File: src/rtl/hamming74_decoder.sv
// rtl/hamming74_decoder.sv - serial syndrome decoder for the cyclic Hamming(7,4) code, g(x)=x^3+x+1
module hamming74_decoder #(
  parameter logic        CORRECT_EN = 1'b1,
  parameter int unsigned CNT_W      = 8
) (
  input  logic             clk,
  input  logic             rst_n,
  input  logic             in_valid,
  output logic             in_ready,
  input  logic [6:0]       codeword_in,
  output logic             out_valid,
  input  logic             out_ready,
  output logic [3:0]       message_out,
  output logic [6:0]       codeword_out,
  output logic [2:0]       syndrome_out,
  output logic             err_flag,
  output logic [CNT_W-1:0] err_count
);

  typedef enum logic [1:0] {
    S_IDLE,
    S_SHIFT,
    S_CORRECT,
    S_OUTPUT
  } state_t;

  state_t           r_state;
  state_t           w_next;
  logic [6:0]       r_shift;
  logic [2:0]       r_syn;
  logic [2:0]       r_bitcnt;
  logic [3:0]       r_msg;
  logic [6:0]       r_cw;
  logic [2:0]       r_syn_out;
  logic             r_err;
  logic [CNT_W-1:0] r_cnt;
  logic [6:0]       w_flip;
  logic [6:0]       w_fixed;
  logic             w_syn_nz;

  always_ff @(posedge clk or negedge rst_n) begin
    if (!rst_n) begin
      r_state <= S_IDLE;
    end else begin
      r_state <= w_next;
    end
  end

  always_comb begin
    w_next = r_state;
    case (r_state)
      S_IDLE:    if (in_valid) w_next = S_SHIFT;
      S_SHIFT:   if (r_bitcnt == 3'd6) w_next = S_CORRECT;
      S_CORRECT: w_next = S_OUTPUT;
      S_OUTPUT:  if (out_ready) w_next = S_IDLE;
      default:   w_next = S_IDLE;
    endcase
  end

  // Syndrome value equals x^i mod g(x) for a single error at bit i.
  always_comb begin
    w_flip = 7'b0000000;
    case (r_syn)
      3'b001:  w_flip = 7'b0000001;
      3'b010:  w_flip = 7'b0000010;
      3'b100:  w_flip = 7'b0000100;
      3'b011:  w_flip = 7'b0001000;
      3'b110:  w_flip = 7'b0010000;
      3'b111:  w_flip = 7'b0100000;
      3'b101:  w_flip = 7'b1000000;
      default: w_flip = 7'b0000000;
    endcase
  end

  assign w_syn_nz = |r_syn;
  assign w_fixed  = CORRECT_EN ? (r_shift ^ w_flip) : r_shift;

  // The word rotates left once per SHIFT edge, so after seven edges it is back in place for correction.
  always_ff @(posedge clk or negedge rst_n) begin
    if (!rst_n) begin
      r_shift   <= 7'd0;
      r_syn     <= 3'd0;
      r_bitcnt  <= 3'd0;
      r_msg     <= 4'd0;
      r_cw      <= 7'd0;
      r_syn_out <= 3'd0;
      r_err     <= 1'b0;
      r_cnt     <= '0;
    end else begin
      case (r_state)
        S_IDLE: begin
          if (in_valid) begin
            r_shift  <= codeword_in;
            r_syn    <= 3'd0;
            r_bitcnt <= 3'd0;
          end
        end
        S_SHIFT: begin
          r_syn    <= {r_syn[1], r_syn[0] ^ r_syn[2], r_shift[6] ^ r_syn[2]};
          r_shift  <= {r_shift[5:0], r_shift[6]};
          r_bitcnt <= r_bitcnt + 3'd1;
        end
        S_CORRECT: begin
          r_msg     <= {w_fixed[6], w_fixed[5], w_fixed[4] ^ w_fixed[6], w_fixed[0]};
          r_cw      <= w_fixed;
          r_syn_out <= r_syn;
          r_err     <= w_syn_nz;
          if (w_syn_nz && !(&r_cnt)) begin
            r_cnt <= r_cnt + CNT_W'(1);
          end
        end
        default: begin
        end
      endcase
    end
  end

  assign in_ready     = (r_state == S_IDLE);
  assign out_valid    = (r_state == S_OUTPUT);
  assign message_out  = r_msg;
  assign codeword_out = r_cw;
  assign syndrome_out = r_syn_out;
  assign err_flag     = r_err;
  assign err_count    = r_cnt;

endmodule

File: config.mk
export PLATFORM = sky130hd
export DESIGN_NAME = hamming74_decoder
export DESIGN_NICKNAME = d
export VERILOG_FILES = /design/src/rtl/hamming74_decoder.sv
export SDC_FILE = /design/constraint.sdc
export NUM_CORES = 1
export LEC_CHECK = 0
export BUFFER_PORTS_ARGS = -buffer_cell sky130_fd_sc_hd__buf_2
export CORE_MARGIN = 2
export CORE_UTILIZATION = 55
export CTS_CLUSTER_DIAMETER = 120
export DETAILED_ROUTE_END_ITERATION = 7
export PLACE_DENSITY = 0.81
export REMOVE_ABC_BUFFERS = 1
export SLEW_MARGIN = 20
export SYNTH_ARGS = -nofsm -noshare
export SYNTH_HDL_FRONTEND = slang
export SYNTH_SLANG_ARGS = --single-unit
File: constraint.sdc
create_clock -name clk -period 2.11 [get_ports clk]
set_input_delay 0 -clock clk [delete_from_list [all_inputs] [get_ports clk]]
set_output_delay 0 -clock clk [all_outputs]
set_load 0.01 [all_outputs]
==> metrics, run 1 <==
Sw Share roughly two fifths; Setup crit start r_state[0]; largest net degree at the start of global routing 36; Final Net Count around 230; top fanout value on the critical path 9; startpoint class of the critical path flip-flop; Final Cycle Share 83.99%; area delta synth->final 12.82%; first-pass GRT wire length between 6 and 7 mm; Synth top area share between 40% and 50%; clock buffer depth 2; LEAKAGE between 0.9 and 1 nW; number of global-route vias before repair 1358; Post-synth top flop dfrtp_1; Post-DP HPWL about 2.4 mm; Synth warnings 0; Clk Latency, worst-skew pair roughly 340 ps; hold crit path type input port to flip-flop; Syn Std Cell Area 0.001893 mm2; most frequent cells in the layout 35 x dfrtp_1, 35 x buf_2, 15 x a21oi_1; total global routing overflow 0; design internal power 1.848 mW; clock power share 13.2%; Max rail drop VDD 0.6734 mV; Slew HR between 50% and 60%; Max-cap violations 0; Max Clock Skew 12.26 ps; Post-CTS Setup Bufs 0; min-delay src codeword_in[3]; sequential cell fraction of total power ~41%; mean post-synth cell area 10.34 um2; routed via count 1453; WS Path Type flip-flop to flip-flop; Tmin final approximately 1800 ps; Ant. Diodes 0; crit path capture type flip-flop; # IOs 36; PortBufs 35; root buffer cell clkbuf_4; total length of routed wires 3.541 mm; Post-DRT Antenna Nets 0; Synth area leader dfrtp_1; # rows 21; core area between 0.003 and 0.004 mm2; final core utilization ~65%; starting density of the core 57.18%; Logic pwr share 45.9%; Sink Count 35; cell count after synthesis about 180; Die Span Y 62.67 um; WL/cell approximately 14 um; Synth area leaders dfrtp_1 46%, ha_1 4.6%, mux2_2 4.2%, a21oi_1 4.0%, a221o_1 3.7%; setup violators final 0; DRC viols 0; worst-margin pin slew approximately 740 ps; Die ar. 0.003928 mm2; Sw Pwr around 1.3 mW; Reg clk slew, reported paths 110 ps; Seq/Total Area, Yosys 46.27%; Tot GR Track Use about a fifth; Pwr Density 1484 mW/mm2; Yosys reg bits 35; Synth async-reset ratio 100.0%; initial antenna violation count 0; CP arrival approximately 2000 ps; status finished clean; Synth cell types 37; setup TNS 0 ps; final hold vios 0; total CTS buffers 5; RSZ-0062 raised after global routing false; GPL Wtd Cong 0.8692; Worst EP required 2340 ps; vias per cell 5.567; reg2reg start r_state[0]; number of flops mapped to enable cells by yosys 0; Fmax 0.5643 GHz; 1st-iter DRT viols just over 90; TritonCTS clock tree built; H-tree depth 2; max-slew violation count 0; Die Wd roughly 63 um; Fillers roughly 290; First-pass DRT Iterations 4; fraction of layout cells with a size suffix above 1 a little over a quarter
metal layers:
metal  GRT usage (%)  vias to the layer above  share of wire [%]
li1                -                      707                  -
met1           27.54                      699                 47
met2           31.85                       43                 46
met3           6.126                        4                5.1
met4           5.833                        0                1.4
met5               0                        -                  0
worst paths after layout:
path	to	slack, ps	cells past startpoint
min reg2reg	message_out[1]	500	2
min in group asynchronous	err_count[2]	250	2
max reg2reg	r_shift[6]	340	5
min	r_shift[3]	70	4
max in group asynchronous	r_syn[0]	1370	2
max	r_shift[6]	340	5
stage by stage:
stage	cell area (um2)	power (mW)	setup slack (ps)	cells	hold WS, ps
2_1_floorplan	1803	2.271	86.71	169	-295.6
3_3_place_gp	2051	2.704	201.9	252	110.9
3_5_place_dp	2051	2.755	186.3	252	107.6
4_1_cts	2133	3.190	144.5	261	47.95
5_1_grt	2136	3.457	186.7	261	61.59
6_report	2136	3.170	337.8	261	67.82
sequential cells by signal, summed over array words and instances, names as in the netlist:
register and count:
err_count 8, r_shift 7, codeword_out 4, message_out 4
r_bitcnt 3, r_syn 3, syndrome_out 3, r_state 2
err_flag 1
timing repair:
item / in CTS / in global routing
hold buffers: 1 / 0
setup endpoints to repair: 0 / 7
gates resized for setup: 0 / 1
endpoints found under the hold margin: 35 / 0
Yosys cell counts, drive strengths merged, types with 2 or more instances:
cell type	n
a211oi	2
xor2	7
a21oi	15
nand3	10
xnor2	6
nand2b	6
nand2	10
ha	7
nor2b	2
o21ai	7
o31ai	2
buf	12
clkbuf	2
nor3b	5
a221o	7
mux2i	3
inv	7
mux2	7
nand3b	4
dfrtp	35
nor2	12
and3	2
nor3	3
kinds of logic after synthesis:
| kind of cell | Yosys count | synth area share, % |
|---|---|---|
| buffers and inverters | 21 | 6.147 |
| AO/OA/AOI/OAI | 40 | 15.27 |
| adder cells (fa/ha/maj) | 7 | 4.626 |
| AND/OR/NAND/NOR | 57 | 15.93 |
| multiplexers | 10 | 5.750 |
| XOR/XNOR | 13 | 6.015 |
| flip-flops | 35 | 46.27 |
power by group through the flow:
stage                     clock [mW]  combinational (mW)  sequential (mW)
after floorplan                    0               0.944             1.33
after global placement             0                1.41             1.29
after detailed placement           0                1.45             1.31
after CTS                      0.432                1.46             1.30
after global routing           0.467                1.63             1.36
final                          0.417                1.46             1.30
worst max-delay path, stage by stage (launching register included):
cell,delay [ps]
dfrtp_1,420
inv_1,110
ha_1,180
nor2b_2,360
nor2b_1,210
a221o_1,390
layout make-up:
type | instances | area, um2 | area share [%]
clock inverters | 1 | 7.507 | 0.3515
well taps | 46 | 57.56 | 2.695
multi-input cells | 127 | 903.4 | 42.30
clock buffers | 7 | 65.06 | 3.046
repair buffers | 38 | 200.2 | 9.373
inverters | 7 | 26.28 | 1.230
flip-flops and latches | 35 | 875.8 | 41.01
No activity file was read; power rests on OpenSTA's default activity.
==> run 2: changes to the inputs <==
--- a/config.mk
+++ b/config.mk
@@ -5,12 +5,13 @@
 export SDC_FILE = /design/constraint.sdc
 export NUM_CORES = 1
 export LEC_CHECK = 0
+export ABC_AREA = 1
 export BUFFER_PORTS_ARGS = -buffer_cell sky130_fd_sc_hd__buf_2
 export CORE_MARGIN = 2
-export CORE_UTILIZATION = 55
+export CORE_UTILIZATION = 54
 export CTS_CLUSTER_DIAMETER = 120
 export DETAILED_ROUTE_END_ITERATION = 7
-export PLACE_DENSITY = 0.81
+export PLACE_DENSITY = 0.8
 export REMOVE_ABC_BUFFERS = 1
 export SLEW_MARGIN = 20
 export SYNTH_ARGS = -nofsm -noshare
==> constraint.sdc (replaced) <==
create_clock -name clk -period 1.8 [get_ports clk]
set_input_delay 0 -clock clk [delete_from_list [all_inputs] [get_ports clk]]
set_output_delay 0 -clock clk [all_outputs]
set_load 0.01 [all_outputs]
==> metrics, run 2 <==
startpoint class of the critical path flip-flop; Synth cell types 24 (-35%); max reg flops 8 (unchanged); mean post-synth cell area 8.258 um2 (-20%); root buffer cell clkbuf_4; Max-cap violations 0 (unchanged); busiest grt layer met2; RSZ-0062 raised after global routing false; area delta synth->final 18.73%; Worst EP required 2050 ps (-290 ps); PortBufs 35 (unchanged); delay-heaviest family, CP flip-flops; Die ar. 0.003844 mm2 (-2.1%); vias per cell 4.882 (-12%); cell count after synthesis 220 (+20%); first-pass GRT wire length 5.706 mm (-8.4%); Die Wd 62 um (-1.1%); GPL Wtd Cong 0.8143 (-6.3%); crit path capture type flip-flop; # IOs 36 (unchanged); # rows 21 (unchanged); total length of routed wires 3.474 mm (-1.9%); max incr delay on CP 410 ps (about the same); Max rail drop VDD 0.8544 mV (+27%); Tot GR Track Use 20.52% (+0.18 points); Post-CTS Setup Bufs 0 (unchanged); number of flops mapped to enable cells by yosys 0 (unchanged); Die Span Y 62 um (-1.1%); Post-Place Cells 297 (+18%); initial antenna violation count 0 (unchanged); Synth area leader dfrtp_1; Sink Count 35 (unchanged); Final Cycle Share 85.06% (+1.1 points); Synth area leaders dfrtp_1 48%, nand2_1 13%, ha_1 4.8%, nor2_1 4.3%, xor2_1 4.3%; H-tree depth 2 (unchanged); WL/cell 11.10 um (-18%); most frequent cells in the layout 65 x nand2_1, 35 x dfrtp_1, 35 x buf_2; Final Net Count 284 (+22%); Clk Latency, worst-skew pair 340 ps (about the same); post-cts repair resize count 0 (unchanged); status finished clean; commonest non-fill, non-tap cell in the layout nand2_1; First-pass DRT Iterations 5 (+1); total power 3.599 mW (+14%); total CTS buffers 5 (unchanged); LEAKAGE 1.105 nW (+13%); CP arrival 1790 ps (-210 ps); clock buffer depth 2 (unchanged); routed via count 1528 (+5.2%); number of global-route vias before repair 1305 (-3.9%); fraction of layout cells with a size suffix above 1 20.97% (-5.1 points); 1st-iter DRT viols 71 (-24%); Syn Std Cell Area 0.001817 mm2 (-4.0%); Post-CTS Hold Buffers 8 (+7); total global routing overflow 0 (unchanged); Synth top area share 48.21% (+1.9 points); CP Cell Sequence inv_1 > ha_1 > inv_1 > nor2_1 > a21oi_1 > buf_4 > nor2_1 > a31oi_1; sum of buffers and inverters on the critical path 3 (+2); Fmax 0.6532 GHz (+16%); largest net degree at the start of global routing 36 (unchanged); most frequent cell after synthesis nand2_1; Pwr Density 1668 mW/mm2 (+12%); Worst path slowest cell dfrtp_1; final cell count without fillers 313 (+20%); DRC viols 0 (unchanged); Post-synth top flop dfrtp_1; worst-margin pin slew 746.2 ps (+5.401 ps); Post-DRT Antenna Nets 0 (unchanged); core area 0.003284 mm2 (-0.79%); max-slew violation count 0 (unchanged); TritonCTS clock tree built; setup violators final 0 (unchanged); Post-DP HPWL 2.486 mm (+2.8%); hold crit path type input port to flip-flop; Synth async-reset ratio 100.0% (unchanged); Post-synth top cells 65 x nand2_1, 35 x dfrtp_1, 21 x nor2_1; starting density of the core 55.31% (-1.9 points); Slew HR 50.25% (-0.36 points); GR Util met1 28.44% (+0.89 points); Seq/Total Area, Yosys 48.21% (+1.9 points); Yosys reg bits 35 (unchanged); Tmin final 1531 ps (-241.2 ps); M3 GR Usage 5.590% (-0.54 points); Max Clock Skew 9.081 ps (-3.180 ps); M2 GR Usage 30.95% (-0.90 points); WS Path Type flip-flop to flip-flop; Reg clk slew, reported paths 90 ps (-20 ps); top fanout value on the critical path 20 (+11); Fillers 281 (-2.4%); Synth warnings 0 (unchanged); Ant. Diodes 0 (unchanged); final hold vios 0 (unchanged)
run 2: cell count changes after synthesis, sizes merged, moves of 4 or more:
cell    previous run  this run
nand2             10        66
inv                7        24
a21oi             15         3
nor2              12        22
a221o              7         0
a31oi              0         7
mux2               7         0
o21ai              7        14
nand2b             6         0
nor3b              5         0
buf               12         8
o22ai              0         4
xnor2              6         2
run 2: final cells by class:
cell class	count	area [um2]	share of cell area, %
clock buffer	7	45.04	2.088
clock inverter	1	5.005	0.2320
inverter	24	90.09	4.176
multi-input combinational	152	790.8	36.66
sequential	35	875.8	40.60
tap	46	57.56	2.668
timing repair buffer	48	292.8	13.57
run 2: cell families after synthesis:
family / share of synthesized area (%)
AND/OR/NAND/NOR: 24.11
flip-flops: 48.21
buffers and inverters: 8.264
AO/OA/AOI/OAI: 9.297
XOR/XNOR: 5.303
adder cells (fa/ha/maj): 4.821
run 2: layer usage:
metal	wire length (um)	vias to the layer above	share of wire [%]
met5	0	-	0
met4	71	0	2.0
met3	151	7	4.3
met2	1584	31	46
met1	1666	694	48
li1	-	796	-
run 2: path summary, 6_finish.rpt:
check                           slack (ps)  startpoint         end  cells past startpoint
worst min-delay path                   120   out_ready  r_state[1]                      5
worst max register to register         270  r_state[0]  r_shift[6]                      8
worst min register to register         480    err_flag    err_flag                      2
worst max-delay path                   270  r_state[0]  r_shift[6]                      8
min in group asynchronous              260       rst_n  r_shift[2]                      2
max in group asynchronous             1060       rst_n    r_syn[2]                      2
run 2: power by group:
part / leakage, nW / internal, mW / switching, mW
Combinational: 0.641 / 0.713 / 1.03
Sequential: 0.435 / 1.13 / 0.313
Clock: 0.0293 / 0.152 / 0.254
Total: 1.11 / 2.00 / 1.60
run 2: through the flow:
step	utilization (%)	setup TNS [ps]	setup slack, ps	cell area, um2	hold slack [ps]
6_report	65.68	0	269.0	2157	115.8
5_1_grt	65.68	0	77.53	2157	142.1
4_1_cts	65.68	0	275.3	2157	107.9
3_5_place_dp	61.71	0	296.5	2027	121.9
3_3_place_gp	61.71	0	409.3	2027	120.4
2_1_floorplan	-	-1446	-121.2	1757	-295.6
run 2: tightest hold or removal path: stages:
cell and delay (ps):
buf_2 90, inv_1 40, nand2_1 40, nand3b_1 150, a21oi_1 90
==> run 3: changes to the inputs <==
--- a/config.mk
+++ b/config.mk
@@ -5,13 +5,12 @@
 export SDC_FILE = /design/constraint.sdc
 export NUM_CORES = 1
 export LEC_CHECK = 0
-export ABC_AREA = 1
 export BUFFER_PORTS_ARGS = -buffer_cell sky130_fd_sc_hd__buf_2
 export CORE_MARGIN = 2
-export CORE_UTILIZATION = 54
+export CORE_UTILIZATION = 55
 export CTS_CLUSTER_DIAMETER = 120
 export DETAILED_ROUTE_END_ITERATION = 7
-export PLACE_DENSITY = 0.8
+export PLACE_DENSITY = 0.81
 export REMOVE_ABC_BUFFERS = 1
 export SLEW_MARGIN = 20
 export SYNTH_ARGS = -nofsm -noshare
==> metrics, run 3 (same netlist as run 1, synthesis figures left out) <==
routed via count 1491 (-2.4%); Die Wd 62.67 um (+1.1%); most frequent cells in the layout 35 x dfrtp_1, 35 x buf_2, 15 x a21oi_1; TritonCTS clock tree built; Die Span Y 62.67 um (+1.1%); Final Cycle Share 90.59% (+5.5 points); DP Area 0.002126 mm2 (+4.9%); Final Net Count 242 (-15%); core area 0.003311 mm2 (+0.80%); largest net degree at the start of global routing 36 (unchanged); sequential cell fraction of total power 36.2% (-4.0 points); Fillers 275 (-2.1%); total length of routed wires 3.829 mm (+10%); total CTS buffers 5 (unchanged); PortBufs 35 (unchanged); worst-margin pin slew 777.8 ps (+31.59 ps); CP Cell Sequence inv_1 > ha_1 > nor2b_2 > a221oi_2 > mux2_2; max incr delay on CP 390 ps (-20 ps); design internal power 2.391 mW (+20%); total power 3.988 mW (+11%); Max-cap violations 0 (unchanged); final hold vios 0 (unchanged); Worst EP required 2020 ps (-30 ps); Tot GR Track Use 22.17% (+1.6 points); # IOs 36 (unchanged); number of global-route vias before repair 1500 (+15%); max reg flops 8 (unchanged); first-pass GRT wire length 6.893 mm (+21%); # rows 21 (unchanged); Max Clock Skew 9.889 ps (+0.8079 ps); footprint of the multi-input gates 903.4 um2 (+14%); initial antenna violation count 0 (unchanged); total global routing overflow 0 (unchanged); hold crit path type input port to flip-flop; WS Path Type flip-flop to flip-flop; sum of buffers and inverters on the critical path 1 (-2); Die ar. 0.003928 mm2 (+2.2%); RSZ-0062 raised after global routing false; Worst path slowest cell dfrtp_1; delay-heaviest family, CP flip-flops; Sw Share 40.05% (-4.4 points); Pwr Density 1793 mW/mm2 (+7.5%); GPL Wtd Cong 0.9033 (+11%); CP arrival 1850 ps (+60 ps); Tmin final 1631 ps (+99.52 ps); starting density of the core 57.18% (+1.9 points); LEAKAGE 1.044 nW (-5.5%); vias per cell 5.502 (+13%); clock power share 14.9% (+3.6 points); Logic pwr share 49.0% (+0.5 points); First-pass DRT Iterations 4 (-1); Clk Latency, worst-skew pair 330 ps (about the same); 1st-iter DRT viols 100 (+41%); root buffer cell clkbuf_4; Post-CTS Setup Bufs 0 (unchanged); setup violators final 0 (unchanged); Post-DP HPWL 2.818 mm (+13%); top fanout value on the critical path 3 (-85%); Fmax 0.6133 GHz (-6.1%); Post-DRT Antenna Nets 0 (unchanged); Sink Count 35 (unchanged); cell count along the critical path 5 (-3); max-slew violation count 0 (unchanged); area delta synth->final 17.51%; WL/cell 14.13 um (+27%); clock buffer depth 2 (unchanged); Cells on Worst Hold Path 4 (-1); fraction of layout cells with a size suffix above 1 29.33% (+8.4 points); DRC viols 0 (unchanged); Finished Cell Area 0.002225 mm2 (+3.1%); crit path capture type flip-flop; Reg clk slew, reported paths 110 ps (+20 ps); Slew HR 48.15% (-2.1 points); R2R depth 5 (-3); Ant. Diodes 0 (unchanged); H-tree depth 2 (unchanged); startpoint class of the critical path flip-flop; Max rail drop VDD 0.8534 mV (-0.12%); status finished clean; Sw Pwr 1.597 mW (-0.25%); Seq. cell area 875.8 um2 (unchanged)
[run 3: cell types whose count changed in the layout (fill, tap and decap cells not counted), sizes merged, moves of 7 or more]
| cell | delta |
|---|---|
| nand2 | -56 |
| inv | -17 |
| a21oi | +12 |
| nor2 | -10 |
| a221o | +7 |
| a31oi | -7 |
| buf | +7 |
| dlygate4sd3 | -7 |
| mux2 | +7 |
| o21ai | -7 |
[run 3: final timing paths]
check	startpoint	to	slack [ps]
min in group asynchronous	rst_n	message_out[0]	270
worst max-delay path	r_state[0]	r_state[1]	170
worst min register to register	err_flag	err_flag	500
worst min-delay path	codeword_in[2]	r_shift[2]	60
worst max register to register	r_state[0]	r_state[1]	170
max in group asynchronous	rst_n	err_count[0]	1040
[run 3: stage by stage]
stage	utilization (%)	hold slack, ps	worst slack [ps]	setup TNS, ps	std cells
floorplan	-	-295.6	-223.3	-1553	169
global placement	64.21	115.3	226.6	0	262
detailed placement	64.21	119.1	147.0	0	262
CTS	67.12	56.79	123.0	0	271
global route	67.20	84.44	33.72	0	271
finish	67.20	63.81	169.5	0	271
[run 3: metal layers]
layer	share of wire (%)	vias up	track usage (%)
met5	0	-	0
met4	2.3	0	8.056
met3	5.2	8	5.946
met2	47	46	35.22
met1	46	705	29.31
li1	-	732	-
[run 3: worst reg2reg max path, stage by stage, from the launching register on]
cell and delay [ps]:
dfrtp_1 390, inv_1 80, ha_1 230, nor2b_2 180, a221oi_2 270, mux2_2 370
[run 3: cell type report]
type	count	share of cell area, %
clock buffer	6	2.306
clock inverter	2	1.575
timing repair buffer	48	12.37
multi-input combinational	127	40.61
inverter	7	1.181
sequential	35	39.37
tap	46	2.587
[run 3: repair_timing]
action / 4_1_cts / 5_1_grt
gates resized for setup: 0 / 1
hold buffers: 1 / 0
hold endpoints to repair: 35 / 0
setup endpoints to repair: 0 / 1
[run 3: power by group through the flow]
stage,clock network (mW),logic [mW],registers [mW]
after floorplan,0,1.11,1.56
after global placement,0,1.88,1.44
after detailed placement,0,1.96,1.45
after CTS,0.605,1.97,1.44
after global routing,0.642,2.18,1.50
final,0.593,1.95,1.44
